===== src/rtl/simd_sat_alu_pipe_if.sv =====
// Operand/result handshake bundle for the SIMD saturating add/sub pipeline.
interface simd_sat_alu_pipe_if #(
  parameter int DW = 64
);
  logic          in_valid;
  logic          in_ready;
  logic [DW-1:0] a;
  logic [DW-1:0] b;
  logic [1:0]    width;
  logic          sub;
  logic [1:0]    sat_mode;
  logic          out_valid;
  logic          out_ready;
  logic [DW-1:0] c;
  logic [DW/8-1:0] ovf;
  logic [DW/8-1:0] ovf_sticky;
  logic          clr_sticky;

  modport master (
    output in_valid, a, b, width, sub, sat_mode, out_ready, clr_sticky,
    input  in_ready, out_valid, c, ovf, ovf_sticky
  );

  modport slave (
    input  in_valid, a, b, width, sub, sat_mode, out_ready, clr_sticky,
    output in_ready, out_valid, c, ovf, ovf_sticky
  );
endinterface


===== src/rtl/simd_sat_alu_pipe.sv =====
// Two-stage SIMD add/sub with per-lane wrap or signed/unsigned saturation.
// Lanes are built from byte slices whose carry chain is cut at lane starts.
module simd_sat_alu_pipe #(
  parameter int DW = 64
) (
  input logic               clk,
  input logic               rst_n,
  simd_sat_alu_pipe_if.slave bus
);
  localparam int NB = DW / 8;

  logic          vld_p1, vld_p2;
  logic [DW-1:0] a_p1, b_p1;
  logic [1:0]    width_p1, mode_p1;
  logic          sub_p1;
  logic [DW-1:0] c_p2;
  logic [NB-1:0] ovf_p2, sticky;
  logic          s1_en, s2_en, consume;

  logic [DW-1:0] raw, res;
  logic [NB-1:0] top_ovf, top_neg, lane_ovf, lane_neg;

  assign s2_en        = !vld_p2 || bus.out_ready;
  assign s1_en        = !vld_p1 || s2_en;
  assign consume      = vld_p2 && bus.out_ready;
  assign bus.in_ready = s1_en;
  assign bus.out_valid  = vld_p2;
  assign bus.c          = c_p2;
  assign bus.ovf        = ovf_p2;
  assign bus.ovf_sticky = sticky;

  function automatic logic lane_start(input logic [1:0] w, input int i);
    case (w)
      2'b00:   return 1'b1;
      2'b01:   return (i % 2) == 0;
      2'b10:   return (i % 4) == 0;
      default: return i == 0;
    endcase
  endfunction

  function automatic logic lane_top(input logic [1:0] w, input int i);
    case (w)
      2'b00:   return 1'b1;
      2'b01:   return (i % 2) == 1;
      2'b10:   return (i % 4) == 3;
      default: return i == NB - 1;
    endcase
  endfunction

  // Saturated byte for a lane slice; only the top byte carries the sign pattern.
  function automatic logic [7:0] sat_byte(input logic [1:0] mode, input logic top,
                                          input logic a_neg, input logic is_sub);
    if (mode == 2'b01)
      return top ? (a_neg ? 8'h80 : 8'h7F) : (a_neg ? 8'h00 : 8'hFF);
    else
      return is_sub ? 8'h00 : 8'hFF;
  endfunction

  always_comb begin : lane_math
    logic       carry, cin, s_ovf, u_ovf, run_ovf, run_neg, sat_on;
    logic [7:0] bx;
    logic [8:0] sum9;
    raw = '0; res = '0; top_ovf = '0; top_neg = '0; lane_ovf = '0; lane_neg = '0;
    carry = 1'b0; cin = 1'b0; s_ovf = 1'b0; u_ovf = 1'b0;
    run_ovf = 1'b0; run_neg = 1'b0; bx = '0; sum9 = '0;
    sat_on = (mode_p1 == 2'b01) || (mode_p1 == 2'b10);
    for (int i = 0; i < NB; i++) begin
      cin  = lane_start(width_p1, i) ? sub_p1 : carry;
      bx   = b_p1[8*i +: 8] ^ {8{sub_p1}};
      sum9 = {1'b0, a_p1[8*i +: 8]} + {1'b0, bx} + {8'b0, cin};
      raw[8*i +: 8] = sum9[7:0];
      carry = sum9[8];
      s_ovf = (a_p1[8*i+7] == bx[7]) && (sum9[7] != a_p1[8*i+7]);
      u_ovf = sum9[8] ^ sub_p1;
      top_ovf[i] = (mode_p1 == 2'b10) ? u_ovf : s_ovf;
      top_neg[i] = a_p1[8*i+7];
    end
    // Spread each lane's top-byte verdict down over the whole lane.
    for (int i = NB - 1; i >= 0; i--) begin
      if (lane_top(width_p1, i)) begin
        run_ovf = top_ovf[i];
        run_neg = top_neg[i];
      end
      lane_ovf[i] = run_ovf;
      lane_neg[i] = run_neg;
      res[8*i +: 8] = (run_ovf && sat_on)
                    ? sat_byte(mode_p1, lane_top(width_p1, i), run_neg, sub_p1)
                    : raw[8*i +: 8];
    end
  end

  // Stage 1: operands and per-beat controls
  always_ff @(posedge clk or negedge rst_n) begin
    if (!rst_n)     vld_p1 <= 1'b0;
    else if (s1_en) vld_p1 <= bus.in_valid;
  end

  always_ff @(posedge clk) begin
    if (s1_en && bus.in_valid) begin
      a_p1     <= bus.a;
      b_p1     <= bus.b;
      width_p1 <= bus.width;
      mode_p1  <= bus.sat_mode;
      sub_p1   <= bus.sub;
    end
  end

  // Stage 2: lane results, overflow flags and sticky accumulation
  always_ff @(posedge clk or negedge rst_n) begin
    if (!rst_n) begin
      vld_p2 <= 1'b0;
      c_p2   <= '0;
      ovf_p2 <= '0;
    end else if (s2_en) begin
      vld_p2 <= vld_p1;
      if (vld_p1) begin
        c_p2   <= res;
        ovf_p2 <= lane_ovf;
      end
    end
  end

  always_ff @(posedge clk or negedge rst_n) begin
    if (!rst_n)              sticky <= '0;
    else if (consume)        sticky <= (bus.clr_sticky ? '0 : sticky) | ovf_p2;
    else if (bus.clr_sticky) sticky <= '0;
  end
endmodule

===== src/flat_wrapper.sv =====
// flat-port wrapper written by rule: the top's interface ports become plain ports
module simd_sat_alu_pipe_flat 
#(
  parameter int DW = 64
)
  (clk, rst_n, bus_in_valid, bus_a, bus_b, bus_width, bus_sub, bus_sat_mode, bus_out_ready, bus_clr_sticky, bus_in_ready, bus_out_valid, bus_c, bus_ovf, bus_ovf_sticky);
  simd_sat_alu_pipe_if #(.DW(DW)) bus_i ();
  input logic clk;
  input logic rst_n;
  input wire logic [$bits(bus_i.in_valid)-1:0] bus_in_valid;
  input wire logic [$bits(bus_i.a)-1:0] bus_a;
  input wire logic [$bits(bus_i.b)-1:0] bus_b;
  input wire logic [$bits(bus_i.width)-1:0] bus_width;
  input wire logic [$bits(bus_i.sub)-1:0] bus_sub;
  input wire logic [$bits(bus_i.sat_mode)-1:0] bus_sat_mode;
  input wire logic [$bits(bus_i.out_ready)-1:0] bus_out_ready;
  input wire logic [$bits(bus_i.clr_sticky)-1:0] bus_clr_sticky;
  output wire logic [$bits(bus_i.in_ready)-1:0] bus_in_ready;
  output wire logic [$bits(bus_i.out_valid)-1:0] bus_out_valid;
  output wire logic [$bits(bus_i.c)-1:0] bus_c;
  output wire logic [$bits(bus_i.ovf)-1:0] bus_ovf;
  output wire logic [$bits(bus_i.ovf_sticky)-1:0] bus_ovf_sticky;
  assign bus_i.in_valid = bus_in_valid;
  assign bus_i.a = bus_a;
  assign bus_i.b = bus_b;
  assign bus_i.width = bus_width;
  assign bus_i.sub = bus_sub;
  assign bus_i.sat_mode = bus_sat_mode;
  assign bus_i.out_ready = bus_out_ready;
  assign bus_i.clr_sticky = bus_clr_sticky;
  assign bus_in_ready = bus_i.in_ready;
  assign bus_out_valid = bus_i.out_valid;
  assign bus_c = bus_i.c;
  assign bus_ovf = bus_i.ovf;
  assign bus_ovf_sticky = bus_i.ovf_sticky;
  simd_sat_alu_pipe #(.DW(DW)) u_core (.clk(clk), .rst_n(rst_n), .bus(bus_i));
endmodule

===== config.mk =====
export PLATFORM = sky130hd
export DESIGN_NAME = simd_sat_alu_pipe_flat
export DESIGN_NICKNAME = d
export VERILOG_FILES = /design/src/rtl/simd_sat_alu_pipe_if.sv /design/src/rtl/simd_sat_alu_pipe.sv /design/src/flat_wrapper.sv
export SDC_FILE = /design/constraint.sdc
export NUM_CORES = 1
export LEC_CHECK = 0
export ABC_AREA = 1
export CORE_MARGIN = 3
export CORE_UTILIZATION = 57
export CTS_CLUSTER_DIAMETER = 40
export DETAILED_ROUTE_END_ITERATION = 6
export HOLD_SLACK_MARGIN = 0.15
export PLACE_DENSITY = 0.94
export REMOVE_ABC_BUFFERS = 1
export SETUP_SLACK_MARGIN = 0.05
export SYNTH_ARGS = -nofsm -noshare
export SYNTH_HDL_FRONTEND = slang
export SYNTH_SLANG_ARGS = --single-unit

===== constraint.sdc =====
create_clock -name clk -period 31.9 [get_ports clk]
set_input_delay 7.975 -clock clk [delete_from_list [all_inputs] [get_ports clk]]
set_output_delay 7.975 -clock clk [all_outputs]
set_load 0.1 [all_outputs]

==> impl_metrics.sql, run 1 <==
INSERT INTO impl_metrics (metric_group, metric, value, unit) VALUES
('timing', 'fin_worst_skew', '0.02125', 'ns'),
('synth', 'number_of_synthesized_register_bits', '215', ''),
('timing', 'finalCritPeriodShare', '56.12', '%'),
('cts', 'cts_max_path_buffers', '3', ''),
('synth', 'synth_area_leader_cell', 'edfxtp_1', ''),
('finish', 'layout-drive-gt1-share', '7.681', '%'),
('global_route', 'pin_count_of_the_biggest_net_entering_global_routing', '83', ''),
('cts', 'cts-resized-gates', '0', ''),
('power_and_ir_drop', 'p_total', '0.001469', 'W'),
('critical_path', 'signal_arrival_time_at_the_worst_endpoint', '9.93', 'ns'),
('run', 'timing.max_cap.violations', '0', ''),
('timing', 'fin_crit', '17.90', 'ns'),
('drt', 'met2_length', '15.45', 'mm'),
('drt', 'initialDrtViolationCount', '642', ''),
('power_and_ir_drop', 'ir_worst_vdd', '0.08524', 'mV'),
('cts', 'tritoncts', 'done', ''),
('timing', 'setup_tns_final', '0', 'ns'),
('cts', 'clock_tree.root_cell', 'clkbuf_16', ''),
('synth', 'synthTopCellsByArea', 'edfxtp_1, dfrtp_1, nand2_1', ''),
('drt', 'routed.top_layer', 'met4', ''),
('cts', 'clock_sink_count', '215', ''),
('drt', 'num_vias', '9398', ''),
('cts', 'cts_hold_buffers', '0', ''),
('worst_hold_path', 'worst_hold_path_type', 'reg -> reg', ''),
('floorplan', 'boundaryPins', '220', ''),
('cts', 'level_count_of_the_clock_h_tree', '2', ''),
('synth', 'post_synth_fa_ha_maj_area_fraction', '8.839', '%'),
('synth', 'synth.cell_area', '11610', 'um^2'),
('run_status', 'status', 'finished clean', ''),
('synth', 'synth-xor-area-share', '8.225', '%'),
('drt', 'drt_pass1_iterations', '6', ''),
('floorplan', 'floorplan.die.height', '148.7', 'um'),
('timing', 'relative_slew_margins', '27.16', '%'),
('synth', 'synth_enable_flop_cells', '133', ''),
('finish', 'antenna-diode-count', '0', ''),
('synth', 'yosysWarningCount', '0', ''),
('timing', 'grt_setup_unrepaired', 'no', ''),
('finish', 'multi_input_area', '5009', 'um^2'),
('global_route', 'grt_pass1_wl', '48.52', 'mm'),
('global_route', 'grtUsageTotal', '27.76', '%'),
('floorplan', 'placeableCoreArea', '19720', 'um^2'),
('global_route', 'grt_pass1_vias', '9674', ''),
('cts', 'insertion_delay', '0.50', 'ns'),
('timing', 'timing_worst_slew_pin_value', '1.093', 'ns'),
('synth', 'post-synth-top-count-cell', 'nand2_1', ''),
('floorplan', 'core.rowCount', '51', ''),
('drt', 'drc', '0', ''),
('drt', 'wire_per_inst', '18.24', 'um'),
('cts', 'cts_inserted_buffers', '34', ''),
('power_and_ir_drop', 'p_leak', '6.665', 'nW'),
('finish', 'register_area', '6046', 'um^2'),
('critical_path', 'timing.setup.critical_path_class', 'in -> out', ''),
('floorplan', 'floorplan.initialDensity', '58.87', '%'),
('synth', 'synth.area.mux_share', '0.08623', '%'),
('cts', 'post_cts_buffers', '0', ''),
('cts', 'clk_transition_reported_paths', '0.05', 'ns'),
('critical_path', 'crit_path_max_fanout', '6', ''),
('synth', 'syn_inst', '1162', ''),
('synth', 'simple_logic_cell_fraction_of_the_synthesized_area', '17.09', '%'),
('drt', 'route.met3.wl', '2.410', 'mm'),
('global_route', 'antenna_found_initial', '0', ''),
('synth', 'synth_top_area_share', '34.41', '%'),
('global_route', 'globalRoute.totalOverflow', '0', ''),
('drt', 'via_per_inst', '5.581', ''),
('synth', 'synth_sequential_area_ratio', '52.09', '%'),
('synth', 'synth_compound_area_share', '8.893', '%'),
('placement', 'routabilityCongestion', '0.8866', ''),
('critical_path', 'cp_data_required_time', '23.93', 'ns'),
('power_and_ir_drop', 'power_per_cell_area', '96.85', 'nW/um^2'),
('critical_path', 'worstSetupEndpointType', 'primary output', ''),
('timing', 'setup_violations', '0', '');
where the power goes:
group | switching, W | internal [W] | leakage (nW)
logic | 0.000525 | 0.000178 | 3.84
clock network | 0.000133 | 0.000235 | 0.564
registers | 0.0000386 | 0.000359 | 2.27
total | 0.000696 | 0.000772 | 6.66
metrics by stage:
stage	area, um^2	setup slack, ns	util, %	hold WS [ns]	instances
after floorplan	11440	15.14	-	0.6152	1133
after global placement	14010	14.08	71.05	0.4628	1622
after detailed placement	14010	14.03	71.05	0.4660	1622
after CTS	15160	14.02	76.90	0.4807	1684
after global routing	15160	13.95	76.90	0.5032	1684
final	15160	14.00	76.90	0.4752	1684
state kept, by name, summed over array words and instances, names as in the netlist:
signal                 cells
u_core.a_p1               64
u_core.b_p1               64
u_core.bus.c              64
u_core.bus.ovf             8
u_core.bus.ovf_sticky      8
u_core.mode_p1             2
u_core.width_p1            2
u_core.bus.out_valid       1
u_core.sub_p1              1
u_core.vld_p1              1
cell type report:
cell class,count,area share (%)
sequential,215,39.87
timing repair buffer,224,14.69
tap,265,2.187
clock buffer,46,6.461
inverter,104,2.607
multi-input combinational,814,33.03
clock inverter,16,1.155
placed cells by master (no fill, tap or decap), types with 4 or more instances in the layout:
master           instances
nand4_1                  8
nand3b_1                 6
nand3_1                 37
o21a_1                   4
nand2_1                305
or2_2                    5
xor2_1                  84
dfrtp_1                 82
fa_1                    15
ha_1                    58
xnor2_1                 25
a31oi_1                 24
clkbuf_16               37
edfxtp_1               133
o21ai_1                 13
nand2_4                  5
o211ai_1                 7
clkbuf_1                 7
inv_6                    5
inv_1                   94
inv_2                    8
a21oi_1                 62
buf_4                    6
o22ai_1                  4
nand2_2                  5
nand3_2                  6
o21ai_0                 48
clkdlybuf4s50_1        218
nor2_1                  66
critical path, cell delays in order:
cell and delay [ns]:
clkdlybuf4s50_1 0.58, inv_1 0.09, nand3_1 0.12, clkdlybuf4s50_1 1.15
metal layers:
layer  GRT usage, %  up-vias
li1               -     4363
met1          33.01     4439
met2          48.12      477
met3          5.789      119
met4          13.49        0
met5              0        -
worst paths after layout:
kind / start / endpoint / slack [ns] / cells after the start
max: bus_out_ready / bus_in_ready / 14.00 / 4
min: u_core.bus.c[35]$_DFFE_PN0P_ / u_core.bus.c[35]$_DFFE_PN0P_ / 0.48 / 2
max reg2reg: u_core.sub_p1$_DFFE_PP_ / u_core.bus.c[38]$_DFFE_PN0P_ / 16.17 / 69
min reg2reg: u_core.bus.c[35]$_DFFE_PN0P_ / u_core.bus.c[35]$_DFFE_PN0P_ / 0.48 / 2
max in group asynchronous: rst_n / u_core.bus.c[47]$_DFFE_PN0P_ / 23.50 / 1
min in group asynchronous: rst_n / u_core.bus.c[56]$_DFFE_PN0P_ / 7.65 / 1
cells by family (layout without fill, tap and decap cells):
| family | Yosys count | after routing |
|---|---|---|
| mux | 1 | 1 |
| flops | 215 | 215 |
| compound gates | 177 | 177 |
| simple gates | 454 | 454 |
| fa+ha+maj | 73 | 73 |
| buf+inv | 133 | 390 |
| xor+xnor | 109 | 109 |
Note: power is estimated with default switching activity, not from simulation.
==> run 2: changes to the inputs <==
CORE_UTILIZATION = 48   (was 57)
PLACE_DENSITY = 0.85   (was 0.94)
clock period = 16.45 ns   (was 31.9 ns; I/O delays follow)
==> impl_metrics.sql, run 2 (synthesized netlist as in run 1, its figures left out) <==
INSERT INTO impl_metrics (metric_group, metric, value, unit) VALUES
('run_status', 'status', 'finished clean', ''),
('floorplan', 'die_w', '161.5', 'um'),
('critical_path', 'signal_arrival_time_at_the_worst_endpoint', '15.16', 'ns'),
('cts', 'clock_tree.root_cell', 'clkbuf_16', ''),
('floorplan', 'core.rowCount', '56', ''),
('timing', 'slew_violations', '0', ''),
('cts', 'clk_transition_reported_paths', '0.06', 'ns'),
('power_and_ir_drop', 'p_leak', '6.627', 'nW'),
('power_and_ir_drop', 'ir_worst_vdd', '0.2094', 'mV'),
('placement', 'port-buffer-count', '219', ''),
('critical_path', 'worstSetupEndpointType', 'register', ''),
('finish', 'fillers', '1857', ''),
('worst_hold_path', 'timing.hold.worst.start', 'u_core.bus.c[48]$_DFFE_PN0P_', ''),
('timing', 'timing_worst_slew_pin_value', '1.079', 'ns'),
('cts', 'cts_inserted_buffers', '29', ''),
('drt', 'via_per_inst', '5.224', ''),
('global_route', 'grtUsageTotal', '22.69', '%'),
('drt', 'wire_per_inst', '16.99', 'um'),
('critical_path', 'cp_slowest_cell', 'edfxtp_1', ''),
('timing', 'achievable-frequency', '67.86', 'MHz'),
('critical_path', 'cpPeakStageDelay', '0.67', 'ns'),
('floorplan', 'placeableCoreArea', '23610', 'um^2'),
('drt', 'antenna_left', '0', ''),
('global_route', 'globalRoute.totalOverflow', '0', ''),
('drt', 'initialDrtViolationCount', '675', ''),
('critical_path', 'critical-path-top-cell-by-count', 'nand2_1', ''),
('timing', 'relative_slew_margins', '27.81', '%'),
('finish', 'design_area_final', '15170', 'um^2'),
('cts', 'post_cts_buffers', '0', ''),
('global_route', 'antenna_found_initial', '5', ''),
('global_route', 'grt_pass1_wl', '47.57', 'mm'),
('cts', 'level_count_of_the_clock_h_tree', '1', ''),
('global_route', 'grt_pass1_vias', '9214', ''),
('cts', 'tritoncts', 'done', ''),
('critical_path', 'crit_buf_inv', '5', ''),
('timing', 'finalCritPeriodShare', '89.58', '%'),
('run', 'timing.max_cap.violations', '0', ''),
('floorplan', 'floorplan.die.height', '161.5', 'um'),
('drt', 'drc', '0', ''),
('timing', 'fin_crit', '14.74', 'ns'),
('power_and_ir_drop', 'p_total', '0.002806', 'W'),
('cts', 'cts_hold_buffers', '0', ''),
('timing', 'grt_setup_unrepaired', 'no', ''),
('finish', 'area_growth_syn_to_layout', '30.71', '%'),
('critical_path', 'crit_path_max_fanout', '28', ''),
('drt', 'drt_wl_total', '29.48', 'mm'),
('finish', 'layout-drive-gt1-share', '7.507', '%'),
('timing', 'setup_tns_final', '0', 'ns'),
('cts', 'insertion_delay', '0.53', 'ns'),
('critical_path', 'timing.setup.critical_path_class', 'reg -> reg', ''),
('finish', 'final-instance-count-excl-fill', '1735', ''),
('critical_path', 'startpoint_type', 'register', ''),
('finish', 'fin_nets', '1601', ''),
('critical_path', 'rr_endpoint', 'u_core.bus.c[34]$_DFFE_PN0P_', ''),
('global_route', 'pin_count_of_the_biggest_net_entering_global_routing', '76', ''),
('timing', 'setup_violations', '0', ''),
('floorplan', 'boundaryPins', '220', ''),
('timing', 'timing.final.hold_violations', '0', ''),
('timing', 'fin_worst_skew', '0.01276', 'ns'),
('placement', 'place_hpwl', '21.62', 'mm'),
('critical_path', 'cp_data_required_time', '16.87', 'ns'),
('critical_path', 'crit_family', 'adder cells', ''),
('floorplan', 'design.die.area', '26080', 'um^2'),
('power_and_ir_drop', 'power_per_cell_area', '184.9', 'nW/um^2'),
('floorplan', 'floorplan.initialDensity', '49.16', '%'),
('placement', 'placed_instances', '1678', ''),
('finish', 'mostFrequentLayoutCells', 'nand2_1, clkdlybuf4s50_1, edfxtp_1', ''),
('cts', 'cts-resized-gates', '0', ''),
('critical_path', 'worstReg2RegStart', 'u_core.sub_p1$_DFFE_PP_', ''),
('drt', 'drt_pass1_iterations', '5', ''),
('drt', 'num_vias', '9064', ''),
('worst_hold_path', 'worstHoldEndpoint', 'u_core.bus.c[48]$_DFFE_PN0P_', ''),
('cts', 'clock_sink_count', '215', ''),
('critical_path', 'reg2reg_slack', '1.71', 'ns'),
('placement', 'routabilityCongestion', '0.9000', ''),
('placement', 'placement.cell_area', '14090', 'um^2'),
('cts', 'cts_max_path_buffers', '3', ''),
('worst_hold_path', 'worst_hold_path_type', 'reg -> reg', ''),
('worst_hold_path', 'hold-path-cell-count', '2', ''),
('finish', 'layout.cells.most_common', 'nand2_1', ''),
('critical_path', 'timing.reg2reg.worst_path_depth', '70', '');
run 2: cell count changes in the layout (fill, tap and decap cells not counted):
cell | previous run | this run
clkbuf_1 | 7 | 3
bufinv_16 | 2 | 7
clkbuf_16 | 37 | 29
clkinv_8 | 1 | 0
clkinv_4 | 2 | 5
diode_2 | 0 | 4
buf_4 | 6 | 8
inv_4 | 2 | 1
inv_2 | 8 | 7
clkbuf_8 | 2 | 1
clkinv_2 | 3 | 2
run 2: worst max path at each step:
stage	start	end	slack, ns	cells after the start
floorplan	u_core.sub_p1$_DFFE_PP_	u_core.bus.c[0]$_DFFE_PN0P_	1.87	70
global placement	u_core.sub_p1$_DFFE_PP_	u_core.bus.c[34]$_DFFE_PN0P_	2.27	70
detailed placement	u_core.sub_p1$_DFFE_PP_	u_core.bus.c[38]$_DFFE_PN0P_	1.82	70
CTS	u_core.sub_p1$_DFFE_PP_	u_core.bus.c[34]$_DFFE_PN0P_	1.71	70
global route	u_core.sub_p1$_DFFE_PP_	u_core.bus.c[34]$_DFFE_PN0P_	0.56	70
finish	u_core.sub_p1$_DFFE_PP_	u_core.bus.c[34]$_DFFE_PN0P_	1.71	70
run 2: layout make-up:
cell class | count | area (um^2) | area share, %
antenna | 4 | 10.01 | 0.06597
clock buffer | 33 | 750.7 | 4.948
timing repair buffer | 226 | 2242 | 14.78
clock inverter | 20 | 316.6 | 2.086
tap | 319 | 399.1 | 2.631
inverter | 104 | 399.1 | 2.631
sequential | 215 | 6046 | 39.85
multi-input combinational | 814 | 5009 | 33.01
run 2: metal layers:
metal | wire [um] | GRT usage (%)
met5 | 13 | 0
met4 | 1101 | 8.838
met3 | 2099 | 4.488
met2 | 14510 | 38.80
met1 | 11750 | 28.49
run 2: report_power, final:
part / internal (W) / switching (W) / total, W
Clock: 0.000442 / 0.000241 / 0.000683
Combinational: 0.000344 / 0.00100 / 0.00135
Sequential: 0.000695 / 0.0000811 / 0.000777
run 2: per-stage QoR:
stage / hold WS (ns) / setup slack [ns] / utilization (%)
finish: 0.4895 / 1.715 / 64.25
global route: 0.5247 / 0.5618 / 64.25
CTS: 0.4902 / 1.708 / 64.21
detailed placement: 0.4774 / 1.820 / 59.69
global placement: 0.4647 / 2.270 / 59.69
floorplan: 0.6152 / 1.872 / -
run 2: tightest hold or removal path: stages (launching register included):
cell	delay (ns)
dfrtp_1	0.34
nand2_1	0.05
nand2_1	0.06
==> run 3: changes to the inputs <==
MAX_ROUTING_LAYER = met4   (was unset)
==> impl_metrics.sql, run 3 (synthesized netlist as in run 1, its figures left out) <==
INSERT INTO impl_metrics (metric_group, metric, value, unit) VALUES
('run_status', 'status', 'finished clean', ''),
('placement', 'placement.cell_area', '14090', 'um^2'),
('cts', 'clock_sink_count', '215', ''),
('global_route', 'grt_pass1_vias', '9068', ''),
('run', 'timing.max_cap.violations', '0', ''),
('cts', 'clk_transition_reported_paths', '0.05', 'ns'),
('worst_hold_path', 'timing.hold.worst.start', 'u_core.bus.c[0]$_DFFE_PN0P_', ''),
('drt', 'drt_wl_total', '29.27', 'mm'),
('critical_path', 'reg2reg_slack', '1.70', 'ns'),
('drt', 'via_per_inst', '5.231', ''),
('floorplan', 'design.die.area', '26080', 'um^2'),
('finish', 'area_growth_syn_to_layout', '31.90', '%'),
('floorplan', 'floorplan.die.height', '161.5', 'um'),
('timing', 'slew_violations', '0', ''),
('floorplan', 'die_w', '161.5', 'um'),
('finish', 'register_area', '6046', 'um^2'),
('drt', 'antenna_left', '0', ''),
('timing', 'finalCritPeriodShare', '89.68', '%'),
('placement', 'port-buffer-count', '219', ''),
('timing', 'timing.final.hold_violations', '0', ''),
('finish', 'fin_nets', '1607', ''),
('timing', 'setup_violations', '0', ''),
('cts', 'cts_inserted_buffers', '35', ''),
('cts', 'clock_tree.root_cell', 'clkbuf_16', ''),
('finish', 'mostFrequentLayoutCells', 'nand2_1, clkdlybuf4s50_1, edfxtp_1', ''),
('drt', 'initialDrtViolationCount', '539', ''),
('power_and_ir_drop', 'ir_worst_vdd', '0.1438', 'mV'),
('finish', 'final-instance-count-excl-fill', '1742', ''),
('global_route', 'pin_count_of_the_biggest_net_entering_global_routing', '76', ''),
('worst_hold_path', 'hold-path-cell-count', '2', ''),
('finish', 'fillers', '1811', ''),
('critical_path', 'signal_arrival_time_at_the_worst_endpoint', '15.13', 'ns'),
('finish', 'design_area_final', '15310', 'um^2'),
('finish', 'multi_input_area', '5009', 'um^2'),
('finish', 'layout.cells.most_common', 'nand2_1', ''),
('critical_path', 'crit_path_max_fanout', '28', ''),
('power_and_ir_drop', 'p_leak', '6.712', 'nW'),
('critical_path', 'cp_data_required_time', '16.82', 'ns'),
('drt', 'drc', '0', ''),
('critical_path', 'cp_slowest_cell', 'edfxtp_1', ''),
('timing', 'achievable-frequency', '67.79', 'MHz'),
('placement', 'place_hpwl', '21.21', 'mm'),
('critical_path', 'worstSetupEndpointType', 'register', ''),
('timing', 'setup_tns_final', '0', 'ns'),
('drt', 'wire_per_inst', '16.80', 'um'),
('power_and_ir_drop', 'power_per_cell_area', '187.1', 'nW/um^2'),
('floorplan', 'placeableCoreArea', '23610', 'um^2'),
('drt', 'drt_pass1_iterations', '5', ''),
('floorplan', 'core.rowCount', '56', ''),
('global_route', 'grt_pass1_wl', '46.36', 'mm'),
('critical_path', 'worstReg2RegStart', 'u_core.sub_p1$_DFFE_PP_', ''),
('worst_hold_path', 'worstHoldEndpoint', 'u_core.bus.c[0]$_DFFE_PN0P_', ''),
('cts', 'cts_max_path_buffers', '3', ''),
('critical_path', 'cpPeakStageDelay', '0.65', 'ns'),
('finish', 'layout-drive-gt1-share', '8.087', '%'),
('timing', 'grt_setup_unrepaired', 'no', ''),
('drt', 'num_vias', '9113', ''),
('critical_path', 'crit_buf_inv', '5', ''),
('placement', 'routabilityCongestion', '0.9233', ''),
('global_route', 'globalRoute.totalOverflow', '0', ''),
('critical_path', 'crit_family', 'adder cells', ''),
('cts', 'level_count_of_the_clock_h_tree', '2', ''),
('critical_path', 'critical-path-top-cell-by-count', 'nand2_1', ''),
('cts', 'insertion_delay', '0.50', 'ns'),
('cts', 'cts-resized-gates', '0', ''),
('global_route', 'grtUsageTotal', '22.95', '%'),
('cts', 'tritoncts', 'done', ''),
('critical_path', 'rr_endpoint', 'u_core.bus.c[38]$_DFFE_PN0P_', ''),
('timing', 'fin_crit', '14.75', 'ns'),
('worst_hold_path', 'worst_hold_path_type', 'reg -> reg', ''),
('floorplan', 'boundaryPins', '220', ''),
('global_route', 'antenna_found_initial', '1', ''),
('cts', 'cts_hold_buffers', '0', ''),
('timing', 'timing_worst_slew_pin_value', '1.115', 'ns'),
('timing', 'relative_slew_margins', '25.45', '%'),
('critical_path', 'timing.setup.critical_path_class', 'reg -> reg', ''),
('timing', 'fin_worst_skew', '0.02413', 'ns'),
('critical_path', 'timing.reg2reg.worst_path_depth', '70', ''),
('placement', 'placed_instances', '1678', ''),
('critical_path', 'startpoint_type', 'register', ''),
('floorplan', 'floorplan.initialDensity', '49.16', '%'),
('cts', 'post_cts_buffers', '0', '');
-- run 3: changes by cell type in the layout (fill, tap and decap cells not counted), sizes merged --
cell,change
bufinv,-4
inv,+1
diode,-3
clkbuf,+12
clkinv,+2
clkinvlp,-1
-- run 3: power breakdown --
part | leakage (nW) | switching (W) | internal [W] | total [W]
clock | 0.602 | 0.000258 | 0.000486 | 0.000744
combinational | 3.84 | 0.00100 | 0.000344 | 0.00135
sequential | 2.27 | 0.0000789 | 0.000696 | 0.000775
total | 6.71 | 0.00134 | 0.00153 | 0.00286
-- run 3: worst max path at each step --
stage                       startpoint                           end  slack, ns  cells past startpoint
2_1_floorplan  u_core.sub_p1$_DFFE_PP_   u_core.bus.c[0]$_DFFE_PN0P_       1.87                     70
3_3_place_gp   u_core.sub_p1$_DFFE_PP_  u_core.bus.c[34]$_DFFE_PN0P_       2.26                     70
3_5_place_dp   u_core.sub_p1$_DFFE_PP_  u_core.bus.c[34]$_DFFE_PN0P_       1.81                     70
4_1_cts        u_core.sub_p1$_DFFE_PP_  u_core.bus.c[38]$_DFFE_PN0P_       1.66                     70
5_1_grt        u_core.sub_p1$_DFFE_PP_  u_core.bus.c[38]$_DFFE_PN0P_       0.57                     70
6_report       u_core.sub_p1$_DFFE_PP_  u_core.bus.c[38]$_DFFE_PN0P_       1.70                     70
-- run 3: metal layers --
layer,wire length [um],track usage [%],vias to the layer above
li1,-,-,4378
met1,11930,27.90,4331
met2,14200,37.51,332
met3,2001,4.796,72
met4,1142,9.503,0
met5,0,-,-
-- run 3: layout make-up --
| cell class | count | area share, % |
|---|---|---|
| Antenna cell | 1 | 0.01635 |
| Clock buffer | 45 | 6.587 |
| Inverter | 104 | 2.607 |
| Tap cell | 319 | 2.607 |
| Clock inverter | 18 | 1.332 |
| Sequential cell | 215 | 39.49 |
| Multi-Input combinational cell | 814 | 32.71 |
| Timing Repair Buffer | 226 | 14.65 |
-- run 3: worst min-delay path: cells and delay by family, from the launching register on --
family / cells / cell delay (ns)
simple gates: 2 / 0.10
flops: 1 / 0.34
-- run 3: stage by stage --
step | utilization (%) | hold WS, ns | setup WS, ns | power, W
final | 64.84 | 0.4827 | 1.698 | 0.002864
after global routing | 64.84 | 0.5078 | 0.5691 | 0.002992
after CTS | 64.83 | 0.4838 | 1.658 | 0.002880
after detailed placement | 59.69 | 0.4698 | 1.808 | 0.002124
after global placement | 59.69 | 0.4657 | 2.260 | 0.002106
after floorplan | - | 0.6152 | 1.872 | 0.001776
